File: src/rtl/target_picker_if.sv
// Handshake bundle between the game controller (master) and the target picker (slave).
interface target_picker_if #(
  parameter int LFSR_W = 8,
  parameter int BOX_W  = 3
);
  logic              seed_load;
  logic [LFSR_W-1:0] seed;
  logic              req;
  logic              busy;
  logic              valid;
  logic [BOX_W-1:0]  box;
  logic [BOX_W-1:0]  last_box;
  logic              fallback;
  logic [LFSR_W-1:0] lfsr_state;

  modport master (
    output seed_load, seed, req,
    input  busy, valid, box, last_box, fallback, lfsr_state
  );

  modport slave (
    input  seed_load, seed, req,
    output busy, valid, box, last_box, fallback, lfsr_state
  );
endinterface

File: src/rtl/target_picker.sv
// Pseudo-random box selector: free-running Galois LFSR feeding a rejection-sampling draw FSM.
module target_picker #(
  parameter int                LFSR_W       = 8,
  parameter logic [LFSR_W-1:0] TAPS         = 8'hB8,
  parameter logic [LFSR_W-1:0] SEED_DEFAULT = 8'h01,
  parameter int                NUM_BOXES    = 4,
  parameter int                BOX_W        = 3,
  parameter bit                NO_REPEAT    = 1'b1,
  parameter int                MAX_TRIES    = 8
) (
  input  logic            CLOCK_50,
  input  logic            reset,
  target_picker_if.slave  bus
);

  localparam int CW = (NUM_BOXES <= 2) ? 1 : $clog2(NUM_BOXES);
  localparam int TW = $clog2(MAX_TRIES + 1);

  typedef enum logic {IDLE, DRAW} state_t;

  state_t            state;
  logic [LFSR_W-1:0] lfsr;
  logic [LFSR_W-1:0] lfsr_next;
  logic [TW-1:0]     tries;
  logic              busy_q;
  logic              valid_q;
  logic              fallback_q;
  logic [BOX_W-1:0]  box_q;
  logic [BOX_W-1:0]  last_q;

  logic [CW-1:0]     cand;
  logic [BOX_W-1:0]  cand_box;
  logic [BOX_W-1:0]  fb_box;
  logic              accept;
  logic              retry;

  // Seed load wins over advance; a zero state (or zero seed) is forced to 1.
  always_comb begin
    lfsr_next = lfsr >> 1;
    if (bus.seed_load)
      lfsr_next = (bus.seed == '0) ? LFSR_W'(1) : bus.seed;
    else if (lfsr == '0)
      lfsr_next = LFSR_W'(1);
    else if (lfsr[0])
      lfsr_next = (lfsr >> 1) ^ TAPS;
  end

  assign cand     = lfsr[CW-1:0];
  assign cand_box = BOX_W'(32'(cand) + 32'd1);
  assign accept   = (32'(cand) < 32'(NUM_BOXES)) && !(NO_REPEAT && (cand_box == last_q));
  assign retry    = (32'(tries) + 32'd1) < 32'(MAX_TRIES);
  assign fb_box   = BOX_W'((32'(last_q) % 32'(NUM_BOXES)) + 32'd1);

  always_ff @(posedge CLOCK_50 or posedge reset) begin
    if (reset) begin
      lfsr       <= SEED_DEFAULT;
      state      <= IDLE;
      tries      <= '0;
      busy_q     <= 1'b0;
      valid_q    <= 1'b0;
      fallback_q <= 1'b0;
      box_q      <= '0;
      last_q     <= '0;
    end else begin
      lfsr       <= lfsr_next;
      valid_q    <= 1'b0;
      fallback_q <= 1'b0;
      case (state)
        IDLE: begin
          if (bus.req) begin
            state  <= DRAW;
            busy_q <= 1'b1;
            tries  <= '0;
          end
        end
        DRAW: begin
          if (accept) begin
            box_q   <= cand_box;
            last_q  <= cand_box;
            valid_q <= 1'b1;
            busy_q  <= 1'b0;
            state   <= IDLE;
          end else if (retry) begin
            tries <= tries + TW'(1);
          end else begin
            box_q      <= fb_box;
            last_q     <= fb_box;
            valid_q    <= 1'b1;
            fallback_q <= 1'b1;
            busy_q     <= 1'b0;
            state      <= IDLE;
          end
        end
        default: begin
          state  <= IDLE;
          busy_q <= 1'b0;
        end
      endcase
    end
  end

  assign bus.busy       = busy_q;
  assign bus.valid      = valid_q;
  assign bus.fallback   = fallback_q;
  assign bus.box        = box_q;
  assign bus.last_box   = last_q;
  assign bus.lfsr_state = lfsr;

endmodule

File: src/flat_wrapper.sv
// flat-port wrapper written by rule: the top's interface ports become plain ports
module target_picker_flat 
#(
  parameter int                LFSR_W       = 8,
  parameter logic [LFSR_W-1:0] TAPS         = 8'hB8,
  parameter logic [LFSR_W-1:0] SEED_DEFAULT = 8'h01,
  parameter int                NUM_BOXES    = 4,
  parameter int                BOX_W        = 3,
  parameter bit                NO_REPEAT    = 1'b1,
  parameter int                MAX_TRIES    = 8
)
  (CLOCK_50, reset, bus_seed_load, bus_seed, bus_req, bus_busy, bus_valid, bus_box, bus_last_box, bus_fallback, bus_lfsr_state);
  target_picker_if #(.LFSR_W(LFSR_W), .BOX_W(BOX_W)) bus_i ();
  input  logic CLOCK_50;
  input  logic reset;
  input wire logic [$bits(bus_i.seed_load)-1:0] bus_seed_load;
  input wire logic [$bits(bus_i.seed)-1:0] bus_seed;
  input wire logic [$bits(bus_i.req)-1:0] bus_req;
  output wire logic [$bits(bus_i.busy)-1:0] bus_busy;
  output wire logic [$bits(bus_i.valid)-1:0] bus_valid;
  output wire logic [$bits(bus_i.box)-1:0] bus_box;
  output wire logic [$bits(bus_i.last_box)-1:0] bus_last_box;
  output wire logic [$bits(bus_i.fallback)-1:0] bus_fallback;
  output wire logic [$bits(bus_i.lfsr_state)-1:0] bus_lfsr_state;
  assign bus_i.seed_load = bus_seed_load;
  assign bus_i.seed = bus_seed;
  assign bus_i.req = bus_req;
  assign bus_busy = bus_i.busy;
  assign bus_valid = bus_i.valid;
  assign bus_box = bus_i.box;
  assign bus_last_box = bus_i.last_box;
  assign bus_fallback = bus_i.fallback;
  assign bus_lfsr_state = bus_i.lfsr_state;
  target_picker #(.LFSR_W(LFSR_W), .TAPS(TAPS), .SEED_DEFAULT(SEED_DEFAULT), .NUM_BOXES(NUM_BOXES), .BOX_W(BOX_W), .NO_REPEAT(NO_REPEAT), .MAX_TRIES(MAX_TRIES)) u_core (.CLOCK_50(CLOCK_50), .reset(reset), .bus(bus_i));
endmodule
File: config.mk
export PLATFORM = sky130hd
export DESIGN_NAME = target_picker_flat
export DESIGN_NICKNAME = d
export VERILOG_FILES = /design/src/rtl/target_picker_if.sv /design/src/rtl/target_picker.sv /design/src/flat_wrapper.sv
export SDC_FILE = /design/constraint.sdc
export NUM_CORES = 1
export LEC_CHECK = 0
export ABC_AREA = 1
export CAP_MARGIN = 30
export CORE_MARGIN = 4
export CORE_UTILIZATION = 45
export CTS_BUF_LIST = sky130_fd_sc_hd__clkbuf_4 sky130_fd_sc_hd__clkbuf_8
export DETAILED_ROUTE_END_ITERATION = 10
export GPL_ROUTABILITY_DRIVEN = 0
export PLACE_DENSITY = 0.75
export RECOVER_POWER = 25
export SYNTH_ARGS = -nofsm -noshare
export SYNTH_HDL_FRONTEND = slang
export SYNTH_SLANG_ARGS = --single-unit
export TNS_END_PERCENT = 20
File: constraint.sdc
create_clock -name CLOCK_50 -period 2.2 [get_ports CLOCK_50]
set_clock_uncertainty 0.05 [all_clocks]
set_input_delay 0.44 -clock CLOCK_50 [delete_from_list [all_inputs] [get_ports CLOCK_50]]
set_output_delay 0.44 -clock CLOCK_50 [all_outputs]
set_load 0.03 [all_outputs]
==> summary.txt, run 1 <==
Floorplan
  • Full die area: 0.00323 mm2
  • Die W: 56.8 um
  • # IOs: 29
  • Core Region: 0.00223 mm2
  • Initial Util: 48.0%
  • Die Y: 56.8 um
  • Row Count: 17

Logic synthesis
  • Unique cell type count in the Yosys netlist: 24
  • Post-Syn Instances: 137
  • #FFs+latches synth: 19
  • Syn Area/Cell: 7.83 um2
  • Mapped Area: 0.00107 mm2
  • YS warnings: 0
  • Syn Nets: 153
  • Sequential cell area fraction in the yosys report: 44.5%

Job
  • Max_cap viols: 0

STA
  • Tmin final: 1960 ps
  • Max-slew headroom: 33.0%
  • F_max: 511 MHz
  • Slew at the pin closest to its max-slew limit: 1010 ps
  • Max Transition Viols Final: 0
  • Tcrit/Tclk final: 88.9%
  • Setup TNS: 0 ps
  • Setup violators final: 0
  • Final hold vios: 0
  • RSZ-0062 raised after global routing: no

Cells and area
  • Non-Filler Instances: 193
  • # diodes: 0
  • Final Util: 62.1%
  • Commonest non-fill, non-tap cell in the layout: nand2_1
  • Layout area overhead: 29.3%
  • Most frequent cells in the layout: nand2_1 (43), clkdlybuf4s50_1 (26), dfrtp_1 (18), inv_1 (17), o21ai_0 (9)
  • Fin nets: 182
  • Layout cells sized above 1: 10.3%

Critical path
  • CP Depth: 1
  • Critical path's largest stage delay: 710 ps
  • Worst reg-to-reg path cell count: 10
  • Delay-heaviest family, CP: buffers and inverters
  • Startpoint types: flip-flop
  • Req. time, crit path: 1710 ps
  • Worst R2R Setup Slack: 310 ps
  • Slowest CP cell: clkdlybuf4s50_1
  • Crit path buf inv count: 1
  • Critical Path End Type: output port
  • Worst-path fanout max: 5
  • CP arrival: 1470 ps
  • Crit Path Class: flip-flop to output port
  • Crit-path cells: clkdlybuf4s50_1

GRT
  • Total grt overflow: 0
  • First-pass GRT wire length: 3.65 mm
  • Largest net degree at the start of global routing: 20
  • GR Util All Layers: 14.1%
  • Initial antenna violation count: 0
  • Vias in the first global route: 876

Placement
  • Placed Cells: 189
  • I/O Buffers: 28
  • HPWL Detailed: 1.72 mm

Min path
  • Hold path cells: 2
  • Class of the worst hold path: flip-flop to flip-flop

Clock network
  • Num CTS Buffers: 3
  • Post-CTS Setup Bufs: 0
  • CTS tree: done
  • H-tree levels: 1
  • CTS Buffer Depth: 2
  • CTS clk-pin slew, worst paths: 100 ps
  • Root buf cell: clkbuf_4
  • Hold Buf Count CTS: 0
  • Clock sinks: 19
  • Worst skew pair latency: 290 ps
  • PostCTS Resize Cnt: 0

Detailed routing
  • DR WL/cell: 11.3 um
  • Drt total wl: 2.17 mm
  • Drc violations: 0
  • DRT iter0 DRCs: 12
  • Detailed-route via count: 920
  • Antenna Nets Post-Route: 0
  • 1st-pass router iterations: 4
  • Vias per std cell: 4.77

Power
  • NetSw: 604 uW
  • Pint: 782 uW
  • Peak VDD IR: 0.000616 V
  • Comb pwr share: 49.2%
  • Design Power: 1.39 mW
  • Part of the power in registers: 37.7%
  • Power share of the clock group: 13.2%
  • Power density over the cells: 999 mW/mm2
  • Sw Share: 43.6%
  • Pleak: 0.708 nW

Run status
  • Status: complete, no violations
state kept, by name (all words and copies together) (netlist names):
| name | cells |
|---|---|
| u_core.bus.box | 3 |
| u_core.state | 1 |
| u_core.bus.fallback | 1 |
| u_core.tries | 4 |
| u_core.bus.busy | 1 |
| u_core.bus.valid | 1 |
| u_core.bus.lfsr_state | 8 |
worst paths after layout:
| kind | to | start |
|---|---|---|
| worst max-delay path | bus_last_box[2] | u_core.bus.box[2] |
| worst min-delay path | u_core.bus.busy | u_core.bus.busy |
| worst max register to register | u_core.tries[1] | u_core.bus.lfsr_state[0] |
| worst min register to register | u_core.bus.busy | u_core.bus.busy |
| max in group asynchronous | u_core.bus.fallback | reset |
| min in group asynchronous | u_core.bus.lfsr_state[5] | reset |
metrics by stage:
stage	setup WS, ps	cell area, um2	hold WS [ps]
floorplan	297	1070	340
global placement	386	1360	405
detailed placement	328	1360	409
CTS	32.8	1390	404
global route	123	1390	512
finish	245	1390	428
cell usage after synthesis:
| library cell | instances | area, um2 |
|---|---|---|
| nand2_1 | 43 | 161 |
| dfrtp_1 | 18 | 450 |
| inv_1 | 17 | 63.8 |
| o21ai_0 | 9 | 45.0 |
| nor2_1 | 8 | 30.0 |
| nand3_1 | 7 | 35.0 |
| nand2_2 | 6 | 37.5 |
| a21oi_1 | 4 | 20.0 |
| ha_1 | 4 | 50.1 |
| nor3_1 | 4 | 20.0 |
| buf_4 | 3 | 22.5 |
| xnor2_1 | 2 | 17.5 |
| buf_6 | 1 | 11.3 |
| clkbuf_1 | 1 | 3.75 |
| clkinv_2 | 1 | 5.00 |
| dfstp_2 | 1 | 26.3 |
| inv_4 | 1 | 6.26 |
| nand3_2 | 1 | 10.0 |
| nand3_4 | 1 | 17.5 |
| nand4_1 | 1 | 6.26 |
| nor2_4 | 1 | 11.3 |
| o22ai_1 | 1 | 6.26 |
| or2_2 | 1 | 6.26 |
| xor2_1 | 1 | 8.76 |
final cells by class:
type,count,area [um2]
fillers,207,847
clock buffers,4,30.0
well taps,28,35.0
multi-input cells,94,483
repair buffers,29,287
flip-flops and latches,19,477
inverters,19,75.1
cells by family (layout without fill, tap and decap cells):
family	Yosys count	after routing	synth area share, %
DFF	19	19	44.5
adders and majority gates	4	4	4.67
xor gates and xnor gates	3	3	2.45
AOI/OAI and AO/OA	14	14	6.65
and+or+nand+nor	73	73	31.3
buffers and inverters	24	52	10.5
metal layers:
layer  GRT usage, %  part of all wire [%]  wire (um)
met5              0                     0          0
met4           3.97                  0.64         14
met3           2.07                   3.6         78
met2           23.8                    49       1070
met1           18.8                    47       1010
power by group through the flow:
stage          combinational, mW  clock [mW]  sequential (mW)
2_1_floorplan              0.370           0            0.625
3_3_place_gp               0.674           0            0.523
3_5_place_dp               0.686           0            0.530
4_1_cts                    0.689       0.192            0.522
5_1_grt                    0.747       0.206            0.537
6_report                   0.681       0.182            0.522
Power figures use the tool's default switching activity.
==> inputs of run 2 (changes only) <==
CTS_BUF_LIST = sky130_fd_sc_hd__clkbuf_2 sky130_fd_sc_hd__clkbuf_4 sky130_fd_sc_hd__clkbuf_8   (was sky130_fd_sc_hd__clkbuf_4 sky130_fd_sc_hd__clkbuf_8)
==> results of run 2 <==
No change in the layout: final DEF, timing and power equal those of run 1.
